**src/rtl/huffman_code_pkg.sv**
```systemverilog
// Shared constants, record and state types for the huffman_code coder.
package huffman_pkg;

    localparam int NUM_SYM = 10;
    localparam int SYM_W   = 4;
    localparam int CNT_W   = 15;
    localparam int REC_W   = 19;
    localparam int LEN_W   = 4;
    localparam int CODE_W  = 9;
    localparam int MAX_LEN = 9;

    typedef struct packed {
        logic [SYM_W-1:0] sym;
        logic [CNT_W-1:0] cnt;
    } rec_t;

    typedef enum logic [2:0] {
        ST_IDLE  = 3'd0,
        ST_LOAD  = 3'd1,
        ST_MERGE = 3'd2,
        ST_CANON = 3'd3,
        ST_DONE  = 3'd4
    } coder_state_t;

    typedef enum logic [1:0] {
        FC_IDLE  = 2'd0,
        FC_COUNT = 2'd1,
        FC_REQ   = 2'd2
    } fc_state_t;

endpackage

```
**src/rtl/huffman_code_freq_count.sv**
```systemverilog
// Framed symbol-frequency counter with saturating 15-bit counts and a
// req/ack handoff of the ten {symbol, count} records to the coder.
module freq_count
    import huffman_pkg::*;
(
    input  logic                     clk,
    input  logic                     rst,
    input  logic                     start_ok,
    input  logic                     start_done,
    input  logic [SYM_W-1:0]         data_in,
    input  logic                     ack_coding,
    output logic                     req_coding,
    output rec_t [NUM_SYM-1:0]       recs
);

    fc_state_t              state_q, state_d;
    logic [CNT_W-1:0]       cnt_q [NUM_SYM];
    logic [CNT_W-1:0]       cnt_d [NUM_SYM];

    // Window state register and counters.
    always_ff @(posedge clk) begin
        if (rst) begin
            state_q <= FC_IDLE;
            for (int i = 0; i < NUM_SYM; i++) cnt_q[i] <= {CNT_W{1'b0}};
        end else begin
            state_q <= state_d;
            for (int i = 0; i < NUM_SYM; i++) cnt_q[i] <= cnt_d[i];
        end
    end

    // Window next state; values 10..15 match no counter and are dropped.
    always_comb begin
        state_d = state_q;
        cnt_d   = cnt_q;
        case (state_q)
            FC_IDLE: begin
                if (start_ok) begin
                    state_d = FC_COUNT;
                    for (int i = 0; i < NUM_SYM; i++) cnt_d[i] = {CNT_W{1'b0}};
                end else begin
                    state_d = FC_IDLE;
                end
            end
            FC_COUNT: begin
                if (start_done) begin
                    state_d = FC_REQ;
                end else begin
                    for (int i = 0; i < NUM_SYM; i++) begin
                        if (data_in == SYM_W'(i) && cnt_q[i] != {CNT_W{1'b1}}) begin
                            cnt_d[i] = cnt_q[i] + 15'd1;
                        end else begin
                            cnt_d[i] = cnt_q[i];
                        end
                    end
                end
            end
            FC_REQ: begin
                if (ack_coding) state_d = FC_IDLE;
                else            state_d = FC_REQ;
            end
            default: state_d = FC_IDLE;
        endcase
    end

    // Record view of the counters.
    always_comb begin
        for (int i = 0; i < NUM_SYM; i++) begin
            recs[i].sym = SYM_W'(i);
            recs[i].cnt = cnt_q[i];
        end
    end

    assign req_coding = (state_q == FC_REQ);

endmodule

```
**src/rtl/huffman_code.sv**
```systemverilog
// Streaming Huffman coder: counts a symbol window, merges minimum pairs to get
// code lengths, then assigns canonical codewords. HUFFMAN_FREQ_OUT_EN adds freq_out.
module huffman_code
    import huffman_pkg::*;
(
    input  logic                        clk,
    input  logic                        rst,
    input  logic                        start,
    input  logic                        start_done,
    input  logic [SYM_W-1:0]            data_in,
    output logic                        busy,
    output logic                        done,
    output logic [NUM_SYM*LEN_W-1:0]    len_out,
    output logic [NUM_SYM*CODE_W-1:0]   code_out
`ifdef HUFFMAN_FREQ_OUT_EN
    ,
    output logic [NUM_SYM*REC_W-1:0]    freq_out
`endif
);

    coder_state_t               state_q, state_d;
    logic                       busy_q, busy_d, done_q, done_d;
    logic [NUM_SYM*LEN_W-1:0]   len_out_q, len_out_d;
    logic [NUM_SYM*CODE_W-1:0]  code_out_q, code_out_d;
    logic [NUM_SYM-1:0]         active_q, active_d;
    logic [REC_W-1:0]           w_q [NUM_SYM];
    logic [REC_W-1:0]           w_d [NUM_SYM];
    logic [SYM_W-1:0]           grp_q [NUM_SYM];
    logic [SYM_W-1:0]           grp_d [NUM_SYM];
    logic [LEN_W-1:0]           len_q [NUM_SYM];
    logic [LEN_W-1:0]           len_d [NUM_SYM];
    logic [CODE_W-1:0]          code_q [NUM_SYM];
    logic [CODE_W-1:0]          code_d [NUM_SYM];
    logic [SYM_W-1:0]           nact_q, nact_d, lvl_q, lvl_d;
    logic [CODE_W:0]            c_q, c_d, run_s;
    logic [SYM_W-1:0]           n_nz_s, a_idx_s, b_idx_s, lo_s, hi_s;
    logic [REC_W-1:0]           wa_s, wb_s;
    logic                       a_ok_s, b_ok_s, req_coding_s, ack_coding_s, start_ok_s;
    rec_t [NUM_SYM-1:0]         recs_s;

    assign start_ok_s   = start && !busy_q;
    assign ack_coding_s = (state_q == ST_LOAD);

    freq_count u_freq_count (
        .clk        (clk),
        .rst        (rst),
        .start_ok   (start_ok_s),
        .start_done (start_done),
        .data_in    (data_in),
        .ack_coding (ack_coding_s),
        .req_coding (req_coding_s),
        .recs       (recs_s)
    );

`ifdef HUFFMAN_FREQ_OUT_EN
    assign freq_out = recs_s;
`endif

    // Coder state and result registers.
    always_ff @(posedge clk) begin
        if (rst) begin
            state_q    <= ST_IDLE;
            busy_q     <= 1'b0;
            done_q     <= 1'b0;
            len_out_q  <= {(NUM_SYM*LEN_W){1'b0}};
            code_out_q <= {(NUM_SYM*CODE_W){1'b0}};
            active_q   <= {NUM_SYM{1'b0}};
            nact_q     <= 4'd0;
            lvl_q      <= 4'd0;
            c_q        <= 10'd0;
            for (int i = 0; i < NUM_SYM; i++) begin
                w_q[i]    <= {REC_W{1'b0}};
                grp_q[i]  <= 4'd0;
                len_q[i]  <= 4'd0;
                code_q[i] <= 9'd0;
            end
        end else begin
            state_q    <= state_d;
            busy_q     <= busy_d;
            done_q     <= done_d;
            len_out_q  <= len_out_d;
            code_out_q <= code_out_d;
            active_q   <= active_d;
            nact_q     <= nact_d;
            lvl_q      <= lvl_d;
            c_q        <= c_d;
            for (int i = 0; i < NUM_SYM; i++) begin
                w_q[i]    <= w_d[i];
                grp_q[i]  <= grp_d[i];
                len_q[i]  <= len_d[i];
                code_q[i] <= code_d[i];
            end
        end
    end

    // Pair selection: strict less-than keeps the lowest index on ties.
    always_comb begin
        a_idx_s = 4'd0;
        wa_s    = {REC_W{1'b0}};
        a_ok_s  = 1'b0;
        b_idx_s = 4'd0;
        wb_s    = {REC_W{1'b0}};
        b_ok_s  = 1'b0;
        for (int i = 0; i < NUM_SYM; i++) begin
            if (active_q[i] && (!a_ok_s || w_q[i] < wa_s)) begin
                a_idx_s = SYM_W'(i);
                wa_s    = w_q[i];
                a_ok_s  = 1'b1;
            end else begin
                a_ok_s  = a_ok_s;
            end
        end
        for (int i = 0; i < NUM_SYM; i++) begin
            if (active_q[i] && SYM_W'(i) != a_idx_s && (!b_ok_s || w_q[i] < wb_s)) begin
                b_idx_s = SYM_W'(i);
                wb_s    = w_q[i];
                b_ok_s  = 1'b1;
            end else begin
                b_ok_s  = b_ok_s;
            end
        end
        lo_s = (a_idx_s < b_idx_s) ? a_idx_s : b_idx_s;
        hi_s = (a_idx_s < b_idx_s) ? b_idx_s : a_idx_s;
    end

    // Coder next state: load, merge, canonical assignment, publish.
    always_comb begin
        state_d    = state_q;
        busy_d     = busy_q;
        done_d     = 1'b0;
        len_out_d  = len_out_q;
        code_out_d = code_out_q;
        active_d   = active_q;
        nact_d     = nact_q;
        lvl_d      = lvl_q;
        c_d        = c_q;
        w_d        = w_q;
        grp_d      = grp_q;
        len_d      = len_q;
        code_d     = code_q;
        run_s      = c_q;
        n_nz_s     = 4'd0;
        if (start_ok_s) busy_d = 1'b1;
        else            busy_d = busy_q;
        case (state_q)
            ST_IDLE: begin
                if (req_coding_s) state_d = ST_LOAD;
                else              state_d = ST_IDLE;
            end
            ST_LOAD: begin
                for (int i = 0; i < NUM_SYM; i++) begin
                    if (recs_s[i].cnt != 15'd0) n_nz_s = n_nz_s + 4'd1;
                    else                        n_nz_s = n_nz_s;
                end
                for (int i = 0; i < NUM_SYM; i++) begin
                    w_d[i]      = {4'd0, recs_s[i].cnt};
                    active_d[i] = (recs_s[i].cnt != 15'd0);
                    grp_d[i]    = SYM_W'(i);
                    len_d[i]    = (n_nz_s == 4'd1 && recs_s[i].cnt != 15'd0) ? 4'd1 : 4'd0;
                    code_d[i]   = 9'd0;
                end
                nact_d  = n_nz_s;
                lvl_d   = 4'd1;
                c_d     = 10'd0;
                state_d = (n_nz_s >= 4'd2) ? ST_MERGE : ST_CANON;
            end
            ST_MERGE: begin
                for (int i = 0; i < NUM_SYM; i++) begin
                    if (SYM_W'(i) == lo_s) w_d[i] = wa_s + wb_s;
                    else                   w_d[i] = w_q[i];
                    if (SYM_W'(i) == hi_s) active_d[i] = 1'b0;
                    else                   active_d[i] = active_q[i];
                    if (grp_q[i] == a_idx_s || grp_q[i] == b_idx_s) len_d[i] = len_q[i] + 4'd1;
                    else                                            len_d[i] = len_q[i];
                    if (grp_q[i] == hi_s) grp_d[i] = lo_s;
                    else                  grp_d[i] = grp_q[i];
                end
                nact_d  = nact_q - 4'd1;
                state_d = (nact_q == 4'd2) ? ST_CANON : ST_MERGE;
            end
            ST_CANON: begin
                for (int i = 0; i < NUM_SYM; i++) begin
                    if (len_q[i] == lvl_q) begin
                        code_d[i] = run_s[CODE_W-1:0];
                        run_s     = run_s + 10'd1;
                    end else begin
                        code_d[i] = code_q[i];
                    end
                end
                c_d   = run_s << 1;
                lvl_d = lvl_q + 4'd1;
                if (lvl_q == 4'(MAX_LEN)) begin
                    state_d = ST_DONE;
                    done_d  = 1'b1;
                    busy_d  = 1'b0;
                    for (int i = 0; i < NUM_SYM; i++) begin
                        len_out_d[i*LEN_W +: LEN_W]    = len_q[i];
                        code_out_d[i*CODE_W +: CODE_W] = code_d[i];
                    end
                end else begin
                    state_d = ST_CANON;
                end
            end
            ST_DONE:  state_d = ST_IDLE;
            default:  state_d = ST_IDLE;
        endcase
    end

    assign busy     = busy_q;
    assign done     = done_q;
    assign len_out  = len_out_q;
    assign code_out = code_out_q;

endmodule

```
**config.mk**
```make
export PLATFORM = sky130hd
export DESIGN_NAME = huffman_code
export DESIGN_NICKNAME = d
export VERILOG_FILES = /design/src/rtl/huffman_code_pkg.sv /design/src/rtl/huffman_code_freq_count.sv /design/src/rtl/huffman_code.sv
export SDC_FILE = /design/constraint.sdc
export NUM_CORES = 2
export LEC_CHECK = 0
export ABC_AREA = 1
export CAP_MARGIN = 10
export CORE_MARGIN = 10
export CORE_UTILIZATION = 55
export DETAILED_ROUTE_END_ITERATION = 8
export PLACE_DENSITY = 0.73
export RECOVER_POWER = 25
export SYNTH_ARGS = -nofsm -noshare
export SYNTH_HDL_FRONTEND = slang
export SYNTH_SLANG_ARGS = --single-unit
```
**constraint.sdc**
```tcl
create_clock -name clk -period 39.1 [get_ports clk]
set_input_delay 3.91 -clock clk [delete_from_list [all_inputs] [get_ports clk]]
set_output_delay 3.91 -clock clk [all_outputs]
set_load 0.02 [all_outputs]
```
Word level (Yosys, flattened, before mapping)
Cells that the tools add are included.
{"block": "totals", "input_bits": 8, "ram_bits": 0, "elab_cells": 637, "rom_bits": 0, "n_memories": 0, "ff_bits": 674, "latch_bits": 0}
{"block": "classes", "n_lt_le_gt_ge": 20, "n_mux": 191, "n_mul": 0, "n_bitwise": 1, "n_reduce_logical": 167, "n_shift": 0, "n_div": 0, "n_addsub": 42, "n_eq_ne": 147}
{"operator": "two-way mux 19 bit", "count": 30}
{"operator": "case mux 190 bit (2 select lines)", "count": 1}
{"operator": "< comparator 19 bit", "count": 18}
{"operator": "two-way mux 150 bit", "count": 2}
{"operator": "case mux 150 bit (2 select lines)", "count": 1}
{"operator": "two-way mux 9 bit", "count": 28}
{"operator": "two-way mux 4 bit", "count": 57}
{"operator": "case mux 90 bit (2 select lines)", "count": 1}
{"operator": "== test 4 bit", "count": 40}
{"operator": "case mux 40 bit (2 select lines)", "count": 2}
{"operator": "adder 15 x 1 -> 15 bit (second input constant)", "count": 10}
{"operator": "two-way mux 15 bit", "count": 10}
{"operator": "inequality test 15 bit (second input constant)", "count": 10}
{"operator": "nonzero test 15 bit", "count": 10}
{"operator": "inequality test 2 bit (second input constant)", "count": 43}
{"operator": "AND reduction 2 bit", "count": 41}
{"operator": "adder 9 x 1 -> 9 bit (second input constant)", "count": 9}
{"operator": "adder 4 x 1 -> 4 bit (second input constant)", "count": 20}
{"operator": "logical AND 1 bit", "count": 49}
{"operator": "two-way mux 1 bit", "count": 49}
{"operator": "AND reduction 4 bit", "count": 10}
{"operator": "== test 3 x 4 -> 1 bit (first input constant)", "count": 8}
{"operator": "logical OR 1 bit", "count": 28}
{"operator": "inequality test 2 x 1 -> 1 bit (second input constant)", "count": 10}
{"operator": "36 further kinds", "count": 81}

Logic depth before layout (Yosys ltp)
{"block": "depth", "ltp_word": 81, "mapped_depth": 290, "ltp_nobuf": 259}

By module
Synthesis repeated with hierarchy kept, for this count alone.
{"block": "unflattened", "cells_unflattened": 7981, "hier_area_um2": 51479.4}
{"module": "huffman_code", "n_inst": 1, "area_each_um2": 40603.9, "cells_each": 6087}
{"module": "freq_count", "n_inst": 1, "area_each_um2": 10875.4, "cells_each": 1894}

Worst setup path after synthesis
OpenSTA, ideal clock, no wires.
{"block": "synth_timing", "path_kind": "register -> register", "startpoint": "register active_q[0]", "endpoint": "register w_q[151] in the netlist's numbering", "path_slack_ps": 4721, "arrival_ps": 34314, "setup_ps": 65, "path_stages_with_launch": 269, "path_cell_list": "dfxtp_1 -> clkbuf_1 -> clkbuf_1 -> nand2_1 -> ha_1 -> nand2_1 -> nor2_1 -> nand2_1 -> nor2_1 -> nand3_1 -> nand3_1 -> nand2_1 -> nand2_2 -> clkbuf_1 -> nand2_1 -> o21ai_0 -> ha_1 -> a21oi_1 -> [... 233 more ...] -> nand3_1 -> nand2_1 -> nand2_1 -> nand2_1 -> a21oi_1 -> or2_2 -> nand2_1 -> a21oi_1 -> o21ai_0 -> inv_1 -> o21ai_0 -> a21oi_1 -> xor2_1 -> nand2_1 -> nand2_1 -> nor2_1 -> nor2_1 -> nor2_1"}
{"block": "synth_between", "elab_chain_len": 81, "elab_cells_between_ends": 156, "cone_classes": "add/sub: 1; order compare: 19; eq/ne: 11; mux: 59; reduce/logical: 66"}
{"element": "start: declaration", "line_no": "huffman_code.sv:25", "rtl": "logic [NUM_SYM-1:0] active_q, active_d;"}
{"element": "start signal: assignment", "line_no": "huffman_code.sv:67", "rtl": "active_q <= {NUM_SYM{1'b0}};"}
{"element": "start signal: assignment", "line_no": "huffman_code.sv:83", "rtl": "active_q <= active_d;"}
{"element": "parallel branches: the longest is 81 deep, another holds < comparator 19 bit"}
{"element": "end signal: indexed assignment", "line_no": "huffman_code.sv:72", "rtl": "w_q[i] <= {REC_W{1'b0}};"}
{"element": "end signal: indexed assignment", "line_no": "huffman_code.sv:88", "rtl": "w_q[i] <= w_d[i];"}
{"element": "end: declaration", "line_no": "huffman_code.sv:26", "rtl": "logic [REC_W-1:0] w_q [NUM_SYM];"}
Parallel ways; which one is timed is not known. The select of a mux whose other input is x is not followed.
A chain may end at the register's enable or synchronous reset.

Worst setup path in the final report
{"block": "layout_timing", "startpoint": "register active_q[0]", "endpoint": "register w_q[25] in the netlist's numbering"}
{"block": "layout_between", "elab_chain_len": 81, "elab_cells_between_ends": 156, "cone_classes": "add/sub: 1; order compare: 19; eq/ne: 11; mux: 59; reduce/logical: 66"}
{"element": "parallel branches: the longest is 81 deep, another holds < comparator 19 bit"}
Parallel ways; which one is timed is not known. The select of a mux whose other input is x is not followed.

==> summary.txt <==
Logic synthesis
  – Top cells by area, synth: dfxtp_1 (30%), nand2_1 (13%), ha_1 (11%)
  – Post-synthesis mux area share: 0.0440%
  – Simple-gate share of the synthesized area: 30.1%
  – Mean Syn Cell Area: 6.53 sq um
  – Main synth FF type: dfxtp_1
  – EDFF count, synth: 0
  – Yosys cell types: 58
  – Synth warnings: 0
  – Syn_nets: 7373
  – Mapped Cells: 6969
  – Sequential cell area fraction in the yosys report: 29.6%
  – Post-Synth Adder-Cell Area: 10.9%
  – Largest family of logic cells by synthesized area: simple AND/OR/NAND/NOR gates
  – Share of the synthesized area in the top cell type: 29.6%
  – Largest area contributor in the netlist: dfxtp_1
  – Total of flip-flops plus latches after synthesis: 673
  – Xor/xnor share of the synthesized area: 2.52%
  – Post-Syn Area: 45500 sq um
  – Post-synth ARST share: 0%
  – Compound-Gate Fraction of Synth Area: 18.6%

Final layout
  – Share of cells above drive strength 1: 5.74%
  – Final-stage net count: 7404
  – Non-Filler Instances: 8133
  – Final instance area: 51200 sq um
  – Layout area overhead: 12.4%
  – Utilization after layout: 62.3%

Setup path
  – Worst Reg-to-Reg Cells: 231
  – Beginning of the critical path: active_q[0]
  – R2r setup slk: 2.61 ns
  – CP Depth: 231
  – Startpoint type of the worst setup path: flop
  – Worst endpoint required time: 39.68 ns
  – Crit path largest cell delay: 0.68 ns
  – Worst Path Buf+Inv: 28
  – Worst R2R Start: active_q[0]
  – CP Capture Type: flop
  – Crit path to: w_q[25]
  – Worst path slowest cell: nand3_2
  – WP data arrival: 37.08 ns
  – Worst R2R End: w_q[25]
  – Max Fanout on Critical Path: 39
  – Delay-heaviest family, CP: simple AND/OR/NAND/NOR gates
  – CP most frequent cell: nand2_1
  – Crit Path Class: flop to flop

Detailed routing
  – Detailed Routing Iterations Pass 1: 9
  – Detailed Route Iter0 Violations: 5069
  – Via density: 5.88
  – Vias post-DR: 47800
  – Drc violations: 0
  – Wirelength per Cell: 19.7 um
  – Final wirelength: 160000 um
  – Antenna Nets Post-Route: 0

GRT
  – Global Route Usage Sum: 32.1%
  – Total global routing overflow: 0
  – Vias in the first global route: 43093
  – Largest net degree at the start of global routing: 157
  – Initial antenna violation count: 1
  – First-pass GRT wire length: 244000 um

Clock network
  – CTS H-tree depth: 3
  – Clock Latency Late Sink: 0.66 ns
  – Clock sink count: 673
  – CTS buffer count: 80
  – Clock Path Buffers: 3
  – Hold Buf Count CTS: 0
  – CTS root buf: clkbuf_16
  – Worst-path clk slew: 0.06 ns
  – TritonCTS clock tree: yes

STA
  – Setup violations, final: 0
  – Hold Slack: 0.463 ns
  – Final worst-path cycle share: 93.3%
  – FMAX: 27.4 MHz
  – Max-slew violation count: 205
  – Relative slew slack: -86.3%
  – Final Hold Fails: 0
  – Worst-Margin Slew: 2.79 ns
  – Fin crit period: 36.49 ns
  – Clk_skew: 0.0333 ns

Flow run
  – Max capacitance violation total: 5

Die
  – Row count: 105
  – Die area: 94700 sq um
  – I/O Pins: 140
  – Starting Density: 55.5%
  – Die height: 308 um
  – Core ar.: 82100 sq um
  – Die Width: 308 um

Place
  – Placed Cells: 7966
  – GPL Wtd Cong: 0.992
  – Dpl hpwl: 120000 um
  – DP Area: 47900 sq um
  – Port Buffers: 139

Power and ir drop
  – Worst vdd ir: 0.0000509 V
  – Power Density: 58.0 nW/um^2
  – LEAKAGE: 24.4 nW
  – Total power: 0.00297 W

Status
  – Outcome: finished, violations left
  – Failing checks: max-capacitance violations, max-slew violations

Hold path
  – HP Class: flop to flop
[sequential cells by signal, indices dropped and copies added (netlist names), 10 cells and up]
| register | count |
|---|---|
| code_q | 90 |
| active_q | 10 |
| len_q | 40 |
| grp_q | 40 |
| u_freq_count.recs | 150 |
| w_q | 190 |
| code_out | 90 |
| len_out | 40 |
[worst register-to-register path: cells and delay by family, from the launching register on]
family,cells,cell delay [ns]
AND/OR/NAND/NOR,143,18.25
AO/OA/AOI/OAI,41,7.41
flip-flops,1,0.37
buffers and inverters,28,4.25
adder cells (fa/ha/maj),19,6.15
[power breakdown]
| part | total, W | switching, W | internal, W |
|---|---|---|---|
| logic | 0.00146 | 0.000984 | 0.000479 |
| clock network | 0.000746 | 0.000320 | 0.000426 |
| registers | 0.000758 | 0.0000431 | 0.000715 |
| total | 0.00297 | 0.00135 | 0.00162 |
[placed cells by master, fill, tap and decap left out, drive strengths merged, types with 4 or more instances in the layout]
| master | instances |
|---|---|
| buf | 121 |
| o2111ai | 6 |
| nand2 | 1630 |
| or3 | 4 |
| o21a | 17 |
| o21ai | 849 |
| nor3b | 5 |
| dfxtp | 673 |
| nand4 | 94 |
| a31oi | 11 |
| inv | 642 |
| a2bb2oi | 17 |
| dlygate4sd3 | 114 |
| clkbuf | 131 |
| o221ai | 20 |
| xor2 | 108 |
| xnor2 | 23 |
| nor4 | 45 |
| nor2 | 764 |
| a2111oi | 6 |
| o22ai | 19 |
| ha | 395 |
| clkdlybuf4s50 | 24 |
| clkinv | 24 |
| a211oi | 63 |
| a21o | 5 |
| a21oi | 549 |
| nor4b | 4 |
| o31ai | 5 |
| or2 | 18 |
| nand3b | 81 |
| nor3 | 133 |
| o211ai | 7 |
| nand3 | 431 |
[metal layers]
metal | routed length, um | GRT usage [%] | vias up
li1 | - | - | 23400
met1 | 67800 | 42.6 | 22151
met2 | 72700 | 52.0 | 1899
met3 | 12700 | 4.03 | 350
met4 | 7200 | 13.7 | 0
met5 | 0 | 0 | -
[synthesized netlist by cell type, drive strengths merged, types with 5 or more instances]
master and n:
nand2 1624, o21ai 849, nor2 764, dfxtp 673, inv 639, a21oi 549, nand3 431, ha 395
clkbuf 222, nor3 133, xor2 108, buf 103, nand4 94, nand3b 81, a211oi 63, nor4 45
xnor2 23, o221ai 20, o22ai 19, or2 18, a2bb2oi 17, o21a 17, a31oi 11, clkinv 7
o211ai 7, a2111oi 6, o2111ai 6, a21o 5, nor3b 5, o31ai 5
[worst min path at each step]
stage / depth (start not counted) / to / slack [ns] / start
after floorplan: 2 / code_q[10] / 0.44 / code_q[10]
after global placement: 2 / code_q[10] / 0.45 / code_q[10]
after detailed placement: 2 / code_q[23] / 0.46 / code_q[23]
after CTS: 2 / code_q[15] / 0.46 / code_q[15]
after global routing: 2 / code_q[32] / 0.47 / code_q[32]
final: 2 / code_q[38] / 0.46 / code_q[38]
[area by class of cell]
| type | count | area (sq um) |
|---|---|---|
| Fill cell | 7717 | 30900 |
| Multi-Input combinational cell | 5331 | 28800 |
| Sequential cell | 673 | 13500 |
| Timing Repair Buffer | 267 | 2510 |
| Inverter | 646 | 2460 |
| Clock buffer | 123 | 2390 |
| Tap cell | 1070 | 1340 |
| Clock inverter | 20 | 221 |
| Timing Repair inverter | 1 | 11.3 |
| Antenna cell | 2 | 5.00 |
[kinds of logic (layout without fill, tap and decap cells)]
group                      count (synthesis)  after routing
AOI/OAI and AO/OA                       1588           1588
xor gates and xnor gates                 131            131
adders and majority gates                396            396
buffers and inverters                    971           1057
DFF                                      673            673
muxes                                      2              2
other                                      0              2
and+or+nand+nor                         3208           3214
[what timing repair did]
action	4_1_cts	5_1_grt
pin swaps	0	20
endpoints found under the hold margin	0	0
gates cloned	0	9
endpoints found under the setup margin	240	280
gates resized for setup	15	175
setup buffers	0	13
[stage by stage]
| stage | setup slack (ns) | setup TNS (ns) |
|---|---|---|
| global placement | -1.02 | -106.10 |
| CTS | 0.0435 | 0 |
| finish | 2.61 | 0 |
| detailed placement | -1.35 | -191.48 |
| floorplan | 4.72 | 0 |
| global route | -0.160 | -2.41 |
(Power assumes the default switching activity.)
